--- src/rtl/lab2_proc_fetch_buf_if.sv ---
// Fetch-buffer bus: the F-stage fetch request, the imem request/response ports and the D-stage stream.
// The buffer side uses "master"; the ctrl/imem/D environment uses "slave".
interface lab2_proc_fetch_buf_if;
  logic        fetch_val;
  logic [31:0] fetch_addr;
  logic        fetch_rdy;
  logic        squash;
  logic        imemreq_val;
  logic        imemreq_rdy;
  logic [31:0] imemreq_addr;
  logic        imemresp_val;
  logic        imemresp_rdy;
  logic [31:0] imemresp_data;
  logic        inst_val;
  logic        inst_rdy;
  logic [31:0] inst_data;
  logic [31:0] inst_pc;
  logic [3:0]  drop_count;

  modport master (
    input  fetch_val, fetch_addr, squash, imemreq_rdy, imemresp_val, imemresp_data, inst_rdy,
    output fetch_rdy, imemreq_val, imemreq_addr, imemresp_rdy, inst_val, inst_data, inst_pc,
           drop_count
  );

  modport slave (
    output fetch_val, fetch_addr, squash, imemreq_rdy, imemresp_val, imemresp_data, inst_rdy,
    input  fetch_rdy, imemreq_val, imemreq_addr, imemresp_rdy, inst_val, inst_data, inst_pc,
           drop_count
  );
endinterface

--- src/rtl/lab2_proc_fetch_buf.sv ---
// Credit-tracked fetch buffer: issues imem requests tagged with their PC, drops responses
// belonging to squashed fetches, and queues surviving instructions for D.
//
// Handshakes: a transfer happens on a cycle where both val and rdy are high at the clock
// edge; val never depends on rdy, and rdy may depend on val.
module lab2_proc_fetch_buf #(
  parameter int p_depth = 2
) (
  input logic                   clk,
  input logic                   reset,
  lab2_proc_fetch_buf_if.master bus
);

  localparam int         AW       = (p_depth > 1) ? $clog2(p_depth) : 1;
  localparam int         NE       = 1 << AW;
  localparam logic [4:0] LP_DEPTH = 5'(p_depth);

  typedef logic [AW-1:0] ptr_t;

  // PC queue: one entry per live (non-squashed) request in flight
  logic [31:0] r_pcq [NE];
  ptr_t        r_pcq_head;
  ptr_t        r_pcq_tail;
  logic [3:0]  r_live;

  logic [31:0] r_iq_pc   [NE];
  logic [31:0] r_iq_data [NE];
  ptr_t        r_iq_head;
  ptr_t        r_iq_tail;
  logic [3:0]  r_buf_cnt;

  logic [3:0]  r_drop_cnt;

  logic [4:0]  w_total;
  logic        w_credit_ok;
  logic        w_req_fire;
  logic        w_resp_fire;
  logic        w_resp_drop;
  logic        w_resp_keep;
  logic        w_inst_fire;

  function automatic ptr_t f_next(input ptr_t p);
    return (p == ptr_t'(p_depth - 1)) ? '0 : p + 1'b1;
  endfunction

  assign w_total     = {1'b0, r_live} + {1'b0, r_drop_cnt} + {1'b0, r_buf_cnt};
  assign w_credit_ok = (w_total < LP_DEPTH);

  assign bus.imemreq_val  = bus.fetch_val && w_credit_ok;
  assign bus.imemreq_addr = bus.fetch_addr;
  assign bus.fetch_rdy    = bus.imemreq_rdy && w_credit_ok;
  // Credits reserve queue space for every response, so responses are never back-pressured
  assign bus.imemresp_rdy = 1'b1;

  assign w_req_fire  = bus.fetch_val && bus.imemreq_rdy && w_credit_ok;
  assign w_resp_fire = bus.imemresp_val;
  assign w_resp_drop = w_resp_fire && (r_drop_cnt != 4'd0);
  assign w_resp_keep = w_resp_fire && (r_drop_cnt == 4'd0);

  assign bus.inst_val   = (r_buf_cnt != 4'd0) && !bus.squash;
  assign bus.inst_data  = r_iq_data[r_iq_head];
  assign bus.inst_pc    = r_iq_pc[r_iq_head];
  assign bus.drop_count = r_drop_cnt;
  assign w_inst_fire    = bus.inst_val && bus.inst_rdy;

  always_ff @(posedge clk or posedge reset) begin
    if (reset) begin
      for (int i = 0; i < NE; i++) r_pcq[i] <= '0;
      r_pcq_head <= '0;
      r_pcq_tail <= '0;
      r_live     <= 4'd0;
    end else if (bus.squash) begin
      // A request firing alongside squash is the redirect target and survives alone
      r_pcq_head <= '0;
      if (w_req_fire) begin
        r_pcq[0]   <= bus.fetch_addr;
        r_pcq_tail <= f_next('0);
        r_live     <= 4'd1;
      end else begin
        r_pcq_tail <= '0;
        r_live     <= 4'd0;
      end
    end else begin
      if (w_req_fire) begin
        r_pcq[r_pcq_tail] <= bus.fetch_addr;
        r_pcq_tail        <= f_next(r_pcq_tail);
      end
      if (w_resp_keep) r_pcq_head <= f_next(r_pcq_head);
      r_live <= r_live + {3'b0, w_req_fire} - {3'b0, w_resp_keep};
    end
  end

  always_ff @(posedge clk or posedge reset) begin
    if (reset) begin
      for (int i = 0; i < NE; i++) begin
        r_iq_pc[i]   <= '0;
        r_iq_data[i] <= '0;
      end
      r_iq_head <= '0;
      r_iq_tail <= '0;
      r_buf_cnt <= 4'd0;
    end else if (bus.squash) begin
      r_iq_head <= '0;
      r_iq_tail <= '0;
      r_buf_cnt <= 4'd0;
    end else begin
      if (w_resp_keep) begin
        r_iq_pc[r_iq_tail]   <= r_pcq[r_pcq_head];
        r_iq_data[r_iq_tail] <= bus.imemresp_data;
        r_iq_tail            <= f_next(r_iq_tail);
      end
      if (w_inst_fire) r_iq_head <= f_next(r_iq_head);
      r_buf_cnt <= r_buf_cnt + {3'b0, w_resp_keep} - {3'b0, w_inst_fire};
    end
  end

  // Responses return in order, so squashed requests are always the oldest outstanding
  always_ff @(posedge clk or posedge reset) begin
    if (reset) begin
      r_drop_cnt <= 4'd0;
    end else if (bus.squash) begin
      r_drop_cnt <= r_drop_cnt + r_live - {3'b0, w_resp_fire};
    end else if (w_resp_drop) begin
      r_drop_cnt <= r_drop_cnt - 4'd1;
    end
  end

  always @(posedge clk) begin
    if (!reset) begin
      assert (!(w_resp_fire && (({1'b0, r_live} + {1'b0, r_drop_cnt}) == 5'd0)))
        else $error("imem response with nothing outstanding");
      assert ({1'b0, r_drop_cnt} <= LP_DEPTH)
        else $error("drop_count above p_depth");
    end
  end

endmodule

--- src/flat_wrapper.sv ---
// flat-port wrapper written by rule: the top's interface ports become plain ports
module lab2_proc_fetch_buf_flat 
#(
  parameter int p_depth = 2
)
  (clk, reset, bus_fetch_val, bus_fetch_addr, bus_squash, bus_imemreq_rdy, bus_imemresp_val, bus_imemresp_data, bus_inst_rdy, bus_fetch_rdy, bus_imemreq_val, bus_imemreq_addr, bus_imemresp_rdy, bus_inst_val, bus_inst_data, bus_inst_pc, bus_drop_count);
  lab2_proc_fetch_buf_if bus_i ();
  input logic clk;
  input logic reset;
  input wire logic [$bits(bus_i.fetch_val)-1:0] bus_fetch_val;
  input wire logic [$bits(bus_i.fetch_addr)-1:0] bus_fetch_addr;
  input wire logic [$bits(bus_i.squash)-1:0] bus_squash;
  input wire logic [$bits(bus_i.imemreq_rdy)-1:0] bus_imemreq_rdy;
  input wire logic [$bits(bus_i.imemresp_val)-1:0] bus_imemresp_val;
  input wire logic [$bits(bus_i.imemresp_data)-1:0] bus_imemresp_data;
  input wire logic [$bits(bus_i.inst_rdy)-1:0] bus_inst_rdy;
  output wire logic [$bits(bus_i.fetch_rdy)-1:0] bus_fetch_rdy;
  output wire logic [$bits(bus_i.imemreq_val)-1:0] bus_imemreq_val;
  output wire logic [$bits(bus_i.imemreq_addr)-1:0] bus_imemreq_addr;
  output wire logic [$bits(bus_i.imemresp_rdy)-1:0] bus_imemresp_rdy;
  output wire logic [$bits(bus_i.inst_val)-1:0] bus_inst_val;
  output wire logic [$bits(bus_i.inst_data)-1:0] bus_inst_data;
  output wire logic [$bits(bus_i.inst_pc)-1:0] bus_inst_pc;
  output wire logic [$bits(bus_i.drop_count)-1:0] bus_drop_count;
  assign bus_i.fetch_val = bus_fetch_val;
  assign bus_i.fetch_addr = bus_fetch_addr;
  assign bus_i.squash = bus_squash;
  assign bus_i.imemreq_rdy = bus_imemreq_rdy;
  assign bus_i.imemresp_val = bus_imemresp_val;
  assign bus_i.imemresp_data = bus_imemresp_data;
  assign bus_i.inst_rdy = bus_inst_rdy;
  assign bus_fetch_rdy = bus_i.fetch_rdy;
  assign bus_imemreq_val = bus_i.imemreq_val;
  assign bus_imemreq_addr = bus_i.imemreq_addr;
  assign bus_imemresp_rdy = bus_i.imemresp_rdy;
  assign bus_inst_val = bus_i.inst_val;
  assign bus_inst_data = bus_i.inst_data;
  assign bus_inst_pc = bus_i.inst_pc;
  assign bus_drop_count = bus_i.drop_count;
  lab2_proc_fetch_buf #(.p_depth(p_depth)) u_core (.clk(clk), .reset(reset), .bus(bus_i));
endmodule
--- config.mk ---
export PLATFORM = sky130hd
export DESIGN_NAME = lab2_proc_fetch_buf_flat
export DESIGN_NICKNAME = d
export VERILOG_FILES = /design/src/rtl/lab2_proc_fetch_buf_if.sv /design/src/rtl/lab2_proc_fetch_buf.sv /design/src/flat_wrapper.sv
export SDC_FILE = /design/constraint.sdc
export NUM_CORES = 1
export LEC_CHECK = 0
export BUFFER_PORTS_ARGS = -buffer_cell sky130_fd_sc_hd__buf_2
export CAP_MARGIN = 15
export CORE_MARGIN = 1
export CORE_UTILIZATION = 51
export CTS_CLUSTER_SIZE = 25
export DETAILED_ROUTE_END_ITERATION = 12
export PLACE_DENSITY = 0.77
export SLEW_MARGIN = 10
export SYNTH_ARGS = -nofsm -noshare
export SYNTH_HDL_FRONTEND = slang
export SYNTH_SLANG_ARGS = --single-unit
--- constraint.sdc ---
create_clock -name clk -period 6.55 [get_ports clk]
set_clock_uncertainty 0.1 [all_clocks]
set_input_delay 1.31 -clock clk [delete_from_list [all_inputs] [get_ports clk]]
set_output_delay 1.31 -clock clk [all_outputs]
set_load 0.02 [all_outputs]
==> results_tabular.tex, run 1 <==
\begin{tabular}{lr}
\hline
Metric & Value \\
\hline
\multicolumn{2}{l}{\textbf{Global routing}} \\
\quad Antenna violations before repair & 1 \\
\quad Largest net degree at the start of global routing & 126 \\
\quad Tot GR Track Use & around a fifth \\
\quad Vias in the first global route & 6106 \\
\quad Wire length of the first global-routing pass & 30400 um \\
\quad Total congestion overflow after global routing & 0 \\
\multicolumn{2}{l}{\textbf{Floorplanning}} \\
\quad Die height & 142 um \\
\quad \# IOs & 175 \\
\quad Placeable Area & 0.0190 sq mm \\
\quad Number of cell rows & 50 \\
\quad X dimension of the die & 142 um \\
\quad Initial Utilization & a little over half \\
\quad Die footprint & 0.0201 sq mm \\
\multicolumn{2}{l}{\textbf{Timing}} \\
\quad Final critical-path share of the clock period & 64.7\% \\
\quad Final critical-path setup slack & 2310 ps \\
\quad Final critical-path required period & 4240 ps \\
\quad Slew Limit Headroom & around a quarter \\
\quad Total negative setup slack & 0 ps \\
\quad Hold Fails Final Rpt & 0 \\
\quad Maximum clock frequency & around 0.24 GHz \\
\quad Total of endpoints with negative setup slack in the final report & 0 \\
\quad Unrepaired setup endpoints after global routing & false \\
\quad Worst-margin pin slew & 1140 ps \\
\quad Pins over their slew limit & 0 \\
\multicolumn{2}{l}{\textbf{Yosys}} \\
\quad Async set-reset flop share out of synthesis & 100\% \\
\quad Most numerous cell in the Yosys netlist & sky130\_fd\_sc\_hd\_\_dfrtp\_1 \\
\quad Flip-flop and latch count after synthesis & approximately 210 \\
\quad Post-synthesis area per instance & 13.1 sq um \\
\quad Syn\_nets & about 860 \\
\quad Post-Syn Area & 0.00997 sq mm \\
\quad Cells taking the most area after synthesis & sky130\_fd\_sc\_hd\_\_dfrtp\_1 (52\%), sky130\_fd\_sc\_hd\_\_mux2\_2 (15\%), sky130\_fd\_sc\_hd\_\_mux2\_4 (9.0\%) \\
\quad Commonest cells in the synthesized netlist & sky130\_fd\_sc\_hd\_\_dfrtp\_1 (208), sky130\_fd\_sc\_hd\_\_mux2\_2 (133), sky130\_fd\_sc\_hd\_\_nor2\_1 (74) \\
\quad Netlist cell types & 36 \\
\quad Sequential fraction of the synthesis area & 52.2\% \\
\quad Number of instances in the synthesized netlist & 760 \\
\quad Library cell with the largest summed area after synthesis & sky130\_fd\_sc\_hd\_\_dfrtp\_1 \\
\quad Number of warnings issued by yosys & 0 \\
\quad Top cell type's share of synthesized area & a little over half \\
\quad EDFF count, synth & 0 \\
\quad Dominant register cell in the synthesized netlist & sky130\_fd\_sc\_hd\_\_dfrtp\_1 \\
\multicolumn{2}{l}{\textbf{Layout}} \\
\quad Synth-to-Final Area Change & 14.2\% \\
\quad Ratio of cells with drive above 1 in the final layout & 45.8\% \\
\quad Final net count & 990 \\
\quad Ant. Diodes & 0 \\
\quad Count of fill cells added during filler insertion & $\sim$1600 \\
\multicolumn{2}{l}{\textbf{Place}} \\
\quad Setup Slack @ Placement & 2640 ps \\
\quad IO Port Bufs & around 170 \\
\quad Gp weighted congestion & approximately 0.83 \\
\quad Final HPWL DP & 12200 um \\
\multicolumn{2}{l}{\textbf{CTS}} \\
\quad TritonCTS clock tree & done \\
\quad Post CTS Setup Buffer Count & 0 \\
\quad Clock latency reported for the late side of the worst-skew pair & approximately 500 ps \\
\quad Hold-fix buffers at CTS & 0 \\
\quad Root buffer selected by CTS & sky130\_fd\_sc\_hd\_\_clkbuf\_16 \\
\quad Clk sink count & around 210 \\
\quad H-Tree Depth & 1 \\
\quad Number of clock buffers inserted by TritonCTS & 22 \\
\quad Clock transition at the register clock pins on the worst setup and hold paths after CTS & 60 ps \\
\quad Maximum clock path buffer count & 3 \\
\quad Count of cells resized by post-cts repair & 0 \\
\multicolumn{2}{l}{\textbf{Pwr}} \\
\quad Pwr dens & 474 mW/mm\^{}2 \\
\quad Worst vdd rail ir drop & between 0.2 and 0.3 mV \\
\quad Leak & 5.59 nW \\
\multicolumn{2}{l}{\textbf{Route}} \\
\quad Residual DRC & 0 \\
\quad Number of DRC markers after the initial detailed-route iteration & 177 \\
\quad Routed Wire Length & 18600 um \\
\quad Pre-Repair DR Iteration Count & 4 \\
\quad Vias per cell & 5.14 \\
\quad Number of vias in the routed layout & around 6000 \\
\quad ANT nets after route & 0 \\
\quad Avg WL per Cell & 15.9 um \\
\multicolumn{2}{l}{\textbf{Flow run}} \\
\quad Number of max-capacitance violations reported & 0 \\
\multicolumn{2}{l}{\textbf{Status}} \\
\quad Status & completed \\
\multicolumn{2}{l}{\textbf{Critical path}} \\
\quad Crit Path Category & flop to output port \\
\quad Kind of end point of the critical path & output port \\
\quad CP required & about 5100 ps \\
\quad Element type at the critical path start & flop \\
\quad Maximum fanout count along the critical path & 5 \\
\quad Worst endpoint data arrival time & 2830 ps \\
\multicolumn{2}{l}{\textbf{Worst hold path}} \\
\quad Worst min path class & flop to flop \\
\hline
\end{tabular}
logic make-up (layout without fill, tap and decap cells):
family          count (synthesis)  count (layout)  synth area share, %
other cells                     1               1               0.0376
buf+inv                       103             247                 6.44
simple gates                   97              97                 4.23
compound gates                 82              82                 4.38
flops                         208             208                 52.2
xor+xnor                       14              14                 1.23
fa+ha+maj                      28              28                 4.04
mux                           227             227                 27.5
stage by stage:
step | util (%) | cell area (sq um) | power [W] | instances | hold slack, ps
finish | 60.1 | 11400 | 0.00540 | 1164 | 401
global route | 60.1 | 11400 | 0.00575 | 1164 | 410
CTS | 60.1 | 11400 | 0.00546 | 1164 | 405
detailed placement | 56.6 | 10700 | 0.00429 | 1127 | 391
global placement | 56.6 | 10700 | 0.00421 | 1127 | 383
floorplan | - | 9980 | 0.00374 | 760 | 375
sequential cells by signal, summed over array words and instances, names as in the netlist:
name	flops
u_core.r_iq_data	64
u_core.r_pcq_tail	1
u_core.r_iq_pc	64
u_core.r_live	4
u_core.r_pcq_head	1
u_core.r_iq_head	1
u_core.r_pcq	64
u_core.r_iq_tail	1
u_core.r_buf_cnt	4
u_core.bus.drop_count	4
final cells by class:
cell class	instances	area, sq um	share of cell area (%)
sequential	208	5210	45.7
clock inverter	6	41.3	0.362
tap	260	325	2.86
multi-input combinational	449	4140	36.4
clock buffer	31	624	5.48
inverter	29	113	0.989
timing repair buffer	181	938	8.24
cell usage in the layout, fill, tap and decap left out, drive strengths merged, types with 3 or more instances in the layout:
cell type,instances
clkinv,6
clkbuf,31
a21oi,70
xor2,4
ha,21
mux2,193
inv,28
buf,181
o21ai,3
a21o,4
dfrtp,208
and2,4
nor2b,3
nor2,74
mux2i,34
fa,7
nand2,7
xnor2,10
worst max-delay path: stages (launching register included):
cell                       delay, ps
sky130_fd_sc_hd__dfrtp_1         430
sky130_fd_sc_hd__fa_1            550
sky130_fd_sc_hd__ha_1            180
sky130_fd_sc_hd__inv_1            60
sky130_fd_sc_hd__fa_1            370
sky130_fd_sc_hd__xor2_1          170
sky130_fd_sc_hd__nand3b_1        130
sky130_fd_sc_hd__a21oi_1         150
sky130_fd_sc_hd__and2_1          130
sky130_fd_sc_hd__buf_2           150
worst paths after layout:
kind	from	cells past startpoint	slack, ps	to
worst min-delay path	u_core.r_iq_data[54]	1	400	u_core.r_iq_data[54]
worst max register to register	u_core.bus.drop_count[1]	9	2630	u_core.r_pcq[30]
worst min register to register	u_core.r_iq_data[54]	1	400	u_core.r_iq_data[54]
min in group asynchronous	reset	2	670	u_core.r_buf_cnt[3]
max in group asynchronous	reset	3	4490	u_core.r_pcq_head
worst max-delay path	u_core.bus.drop_count[1]	9	2310	bus_imemreq_val
power breakdown:
| group | internal [W] | switching (W) |
|---|---|---|
| Clock | 0.000662 | 0.000482 |
| Sequential | 0.00177 | 0.000306 |
| Combinational | 0.00109 | 0.00109 |
per-layer routing:
metal	up-vias	part of all wire [%]	global-route usage [%]
met5	-	0.059	0
met4	2	1.9	4.75
met3	31	4.4	3.31
li1	2834	-	-
met1	2975	46	24.9
met2	137	48	32.5
Note: power is estimated with default switching activity, not from simulation.
==> inputs of run 2 (changes only) <==
Clock period 6.55 ns to 3.5 ns, I/O delays scaled along.
==> run 2 against run 1 <==
Effect of this change: the flow now finishes with violations (setup timing); highest routed layer is now met4; register-to-register slack lost 2600 ps; sequential power up 85%; largest power group unchanged; worst setup slack worse by 2400 ps.
==> results_tabular.tex, run 2 (synthesis results as in run 1) <==
\begin{tabular}{lr}
\hline
Metric & Value \\
\hline
\multicolumn{2}{l}{\textbf{Status}} \\
\quad Status & finished with violations \\
\quad Violations in the final reports & setup timing \\
\multicolumn{2}{l}{\textbf{Pwr}} \\
\quad Clock network fraction of design power & 22.1\% (+0.9 points) \\
\quad Worst vdd rail ir drop & 0.413 mV (+54\%) \\
\quad Relative contribution of sequential cells to total power & 36.4\% (-2.0 points) \\
\quad Leak & 5.71 nW (+2.2\%) \\
\quad Pwr dens & 899 mW/mm\^{}2 (+90\%) \\
\quad Part of the power in combinational logic & 41.5\% (+1.1 points) \\
\quad Int Pwr & 0.00687 W (+95\%) \\
\quad Total Power Consumption & 0.0105 W (+94\%) \\
\quad Switching power total & 0.00363 W (+93\%) \\
\quad Net Sw Frac & 34.6\% (-0.30 points) \\
\multicolumn{2}{l}{\textbf{Timing}} \\
\quad Pins over their slew limit & 0 (unchanged) \\
\quad Total of endpoints with negative setup slack in the final report & 2 (+2) \\
\quad Final critical-path share of the clock period & 101\% \\
\quad Final critical-path setup slack & -40.4 ps (-2350 ps) \\
\quad Slew Limit Headroom & 25.7\% (+1.6 points) \\
\quad Unrepaired setup endpoints after global routing & true \\
\quad Final critical-path required period & around 3500 ps \\
\quad Maximum clock frequency & about 0.28 GHz \\
\quad Total negative setup slack & -76.5 ps (-76.5 ps) \\
\quad Hold Fails Final Rpt & 0 (unchanged) \\
\quad Worst-margin pin slew & 1110 ps (-23.9 ps) \\
\multicolumn{2}{l}{\textbf{Critical path}} \\
\quad Critical Path Max Stage Delay & 550 ps (about the same) \\
\quad Kind of end point of the critical path & output port \\
\quad Worst R2R Setup Slack & 70 ps (-2560 ps) \\
\quad Reg-to-reg endpoint & u\_core.r\_pcq[19] \\
\quad Bufs and invs on worst path & 2 (unchanged) \\
\quad CP required & 2700 ps (-2440 ps) \\
\quad Beginning of the worst register-to-register path & u\_core.bus.drop\_count[1] \\
\quad Maximum fanout count along the critical path & 2 (-3) \\
\quad Cell family with the largest share of critical-path delay & adder cells \\
\quad Register-to-Register Path Depth & 10 (+1) \\
\quad Worst setup path startpoint & u\_core.bus.drop\_count[1] \\
\quad Worst path depth & 8 (-1) \\
\quad Worst endpoint data arrival time & 2740 ps (-90 ps) \\
\quad Library cell contributing the largest single delay on the critical path & sky130\_fd\_sc\_hd\_\_fa\_1 \\
\quad Setup crit end & bus\_fetch\_rdy \\
\quad Crit Path Category & flop to output port \\
\quad Element type at the critical path start & flop \\
\quad Critical path cell sequence & fa\_1, ha\_2, inv\_2, fa\_2, nand3b\_1, a21oi\_2, and2\_1, buf\_6 \\
\multicolumn{2}{l}{\textbf{Route}} \\
\quad Top layer used by detailed routing & met4 \\
\quad ANT nets after route & 0 (unchanged) \\
\quad Amount of wire on met3 after detailed routing & 746 um (-8.9\%) \\
\quad M1 wire length & 8820 um (+4.3\%) \\
\quad Vias per cell & 5.13 (-0.16\%) \\
\quad Avg WL per Cell & 16.5 um (+3.5\%) \\
\quad Residual DRC & 0 (unchanged) \\
\quad Detailed route wirelength on metal2 & 9580 um (+7.6\%) \\
\quad Number of DRC markers after the initial detailed-route iteration & 219 (+24\%) \\
\quad Routed Wire Length & 19500 um (+5.3\%) \\
\quad Number of vias in the routed layout & 6072 (+1.6\%) \\
\quad Pre-Repair DR Iteration Count & 4 (unchanged) \\
\multicolumn{2}{l}{\textbf{Global routing}} \\
\quad Wire length of the first global-routing pass & 32100 um (+5.4\%) \\
\quad Vias in the first global route & 6384 (+4.6\%) \\
\quad Tot GR Track Use & 20.1\% (+1.1 points) \\
\quad Antenna violations before repair & 0 (-1) \\
\quad Largest net degree at the start of global routing & 84 (-33\%) \\
\quad Total congestion overflow after global routing & 0 (unchanged) \\
\multicolumn{2}{l}{\textbf{Place}} \\
\quad Final HPWL DP & 12600 um (+3.6\%) \\
\quad Setup Slack @ Placement & 167 ps (-2480 ps) \\
\quad IO Port Bufs & 173 (unchanged) \\
\quad Gp weighted congestion & 0.793 (-4.9\%) \\
\multicolumn{2}{l}{\textbf{Layout}} \\
\quad Most frequent standard cell in the layout excluding fill and tap cells & sky130\_fd\_sc\_hd\_\_dfrtp\_1 \\
\quad Leading registers by flop count & u\_core.r\_iq\_data (64), u\_core.r\_iq\_pc (64), u\_core.r\_pcq (64) \\
\quad Final net count & 1006 (+1.6\%) \\
\quad Synth-to-Final Area Change & 17.0\% \\
\quad Most used cells in the layout excluding fill and tap cells & sky130\_fd\_sc\_hd\_\_dfrtp\_1 (206), sky130\_fd\_sc\_hd\_\_buf\_2 (171), sky130\_fd\_sc\_hd\_\_mux2\_2 (133), sky130\_fd\_sc\_hd\_\_nor2\_1 (74), sky130\_fd\_sc\_hd\_\_a21oi\_1 (69) \\
\quad Count of fill cells added during filler insertion & 1480 (-4.7\%) \\
\quad Ratio of cells with drive above 1 in the final layout & 47.2\% (+1.4 points) \\
\quad Ant. Diodes & 0 (unchanged) \\
\multicolumn{2}{l}{\textbf{CTS}} \\
\quad TritonCTS clock tree & done \\
\quad Clk sink count & 208 (unchanged) \\
\quad Number of clock buffers inserted by TritonCTS & 23 (+4.5\%) \\
\quad Hold-fix buffers at CTS & 0 (unchanged) \\
\quad Clock transition at the register clock pins on the worst setup and hold paths after CTS & 60 ps (about the same) \\
\quad Clock latency reported for the late side of the worst-skew pair & 500 ps (about the same) \\
\quad H-Tree Depth & 1 (unchanged) \\
\quad Root buffer selected by CTS & sky130\_fd\_sc\_hd\_\_clkbuf\_16 \\
\quad Maximum clock path buffer count & 3 (unchanged) \\
\multicolumn{2}{l}{\textbf{Floorplanning}} \\
\quad Die footprint & 0.0201 sq mm (unchanged) \\
\quad X dimension of the die & 142 um (unchanged) \\
\quad Die height & 142 um (unchanged) \\
\quad Number of cell rows & 50 (unchanged) \\
\quad \# IOs & 175 (unchanged) \\
\quad Initial Utilization & 52.6\% (unchanged) \\
\quad Placeable Area & 0.0190 sq mm (unchanged) \\
\multicolumn{2}{l}{\textbf{Flow run}} \\
\quad Number of max-capacitance violations reported & 0 (unchanged) \\
\multicolumn{2}{l}{\textbf{Worst hold path}} \\
\quad Worst min path class & input pin to asynchronous set/reset pin \\
\hline
\end{tabular}
-- run 2: layer usage --
metal  track usage (%)  vias up
li1                  -     2861
met1              26.5     3040
met3              3.07       30
met5                 0        -
met4              4.70        0
met2              34.8      141
-- run 2: final cells by class --
type	count	area, sq um	area share (%)
Clock inverter	5	53.8	0.461
Timing Repair Buffer	196	1140	9.75
Inverter	29	113	0.965
Multi-Input combinational cell	449	4160	35.6
Sequential cell	208	5210	44.6
Clock buffer	37	678	5.81
Tap cell	260	325	2.79
-- run 2: what timing repair did --
item / 4_1_cts / 5_1_grt
buffers inserted: 8 / 0
resized for setup: 9 / 2
pin swaps: 6 / 4
setup endpoints to repair: 2 / 16
-- run 2: stage by stage --
| stage | instance area [sq um] | cells | hold WS [ps] | util (%) |
|---|---|---|---|---|
| floorplan | 9980 | 760 | 375 | - |
| global placement | 10900 | 1134 | 384 | 57.3 |
| detailed placement | 10900 | 1134 | 390 | 57.3 |
| CTS | 11700 | 1184 | 228 | 61.6 |
| global route | 11700 | 1184 | 257 | 61.6 |
| finish | 11700 | 1184 | 218 | 61.6 |
-- run 2: worst min path at each step --
stage / to / slack [ps] / cells past startpoint
global placement: u_core.r_iq_data[24] / 380 / 1
finish: u_core.r_iq_pc[24] / 220 / 2
CTS: u_core.r_iq_pc[24] / 230 / 2
floorplan: u_core.r_iq_data[0] / 370 / 1
global route: u_core.r_iq_pc[24] / 260 / 2
detailed placement: u_core.r_iq_data[18] / 390 / 1
-- run 2: power groups by stage --
stage	combinational (W)	clock, W	sequential, W
6_report	0.00435	0.00232	0.00382
5_1_grt	0.00476	0.00247	0.00393
4_1_cts	0.00438	0.00237	0.00381
3_5_place_dp	0.00423	0	0.00386
3_3_place_gp	0.00412	0	0.00382
2_1_floorplan	0.00330	0	0.00371
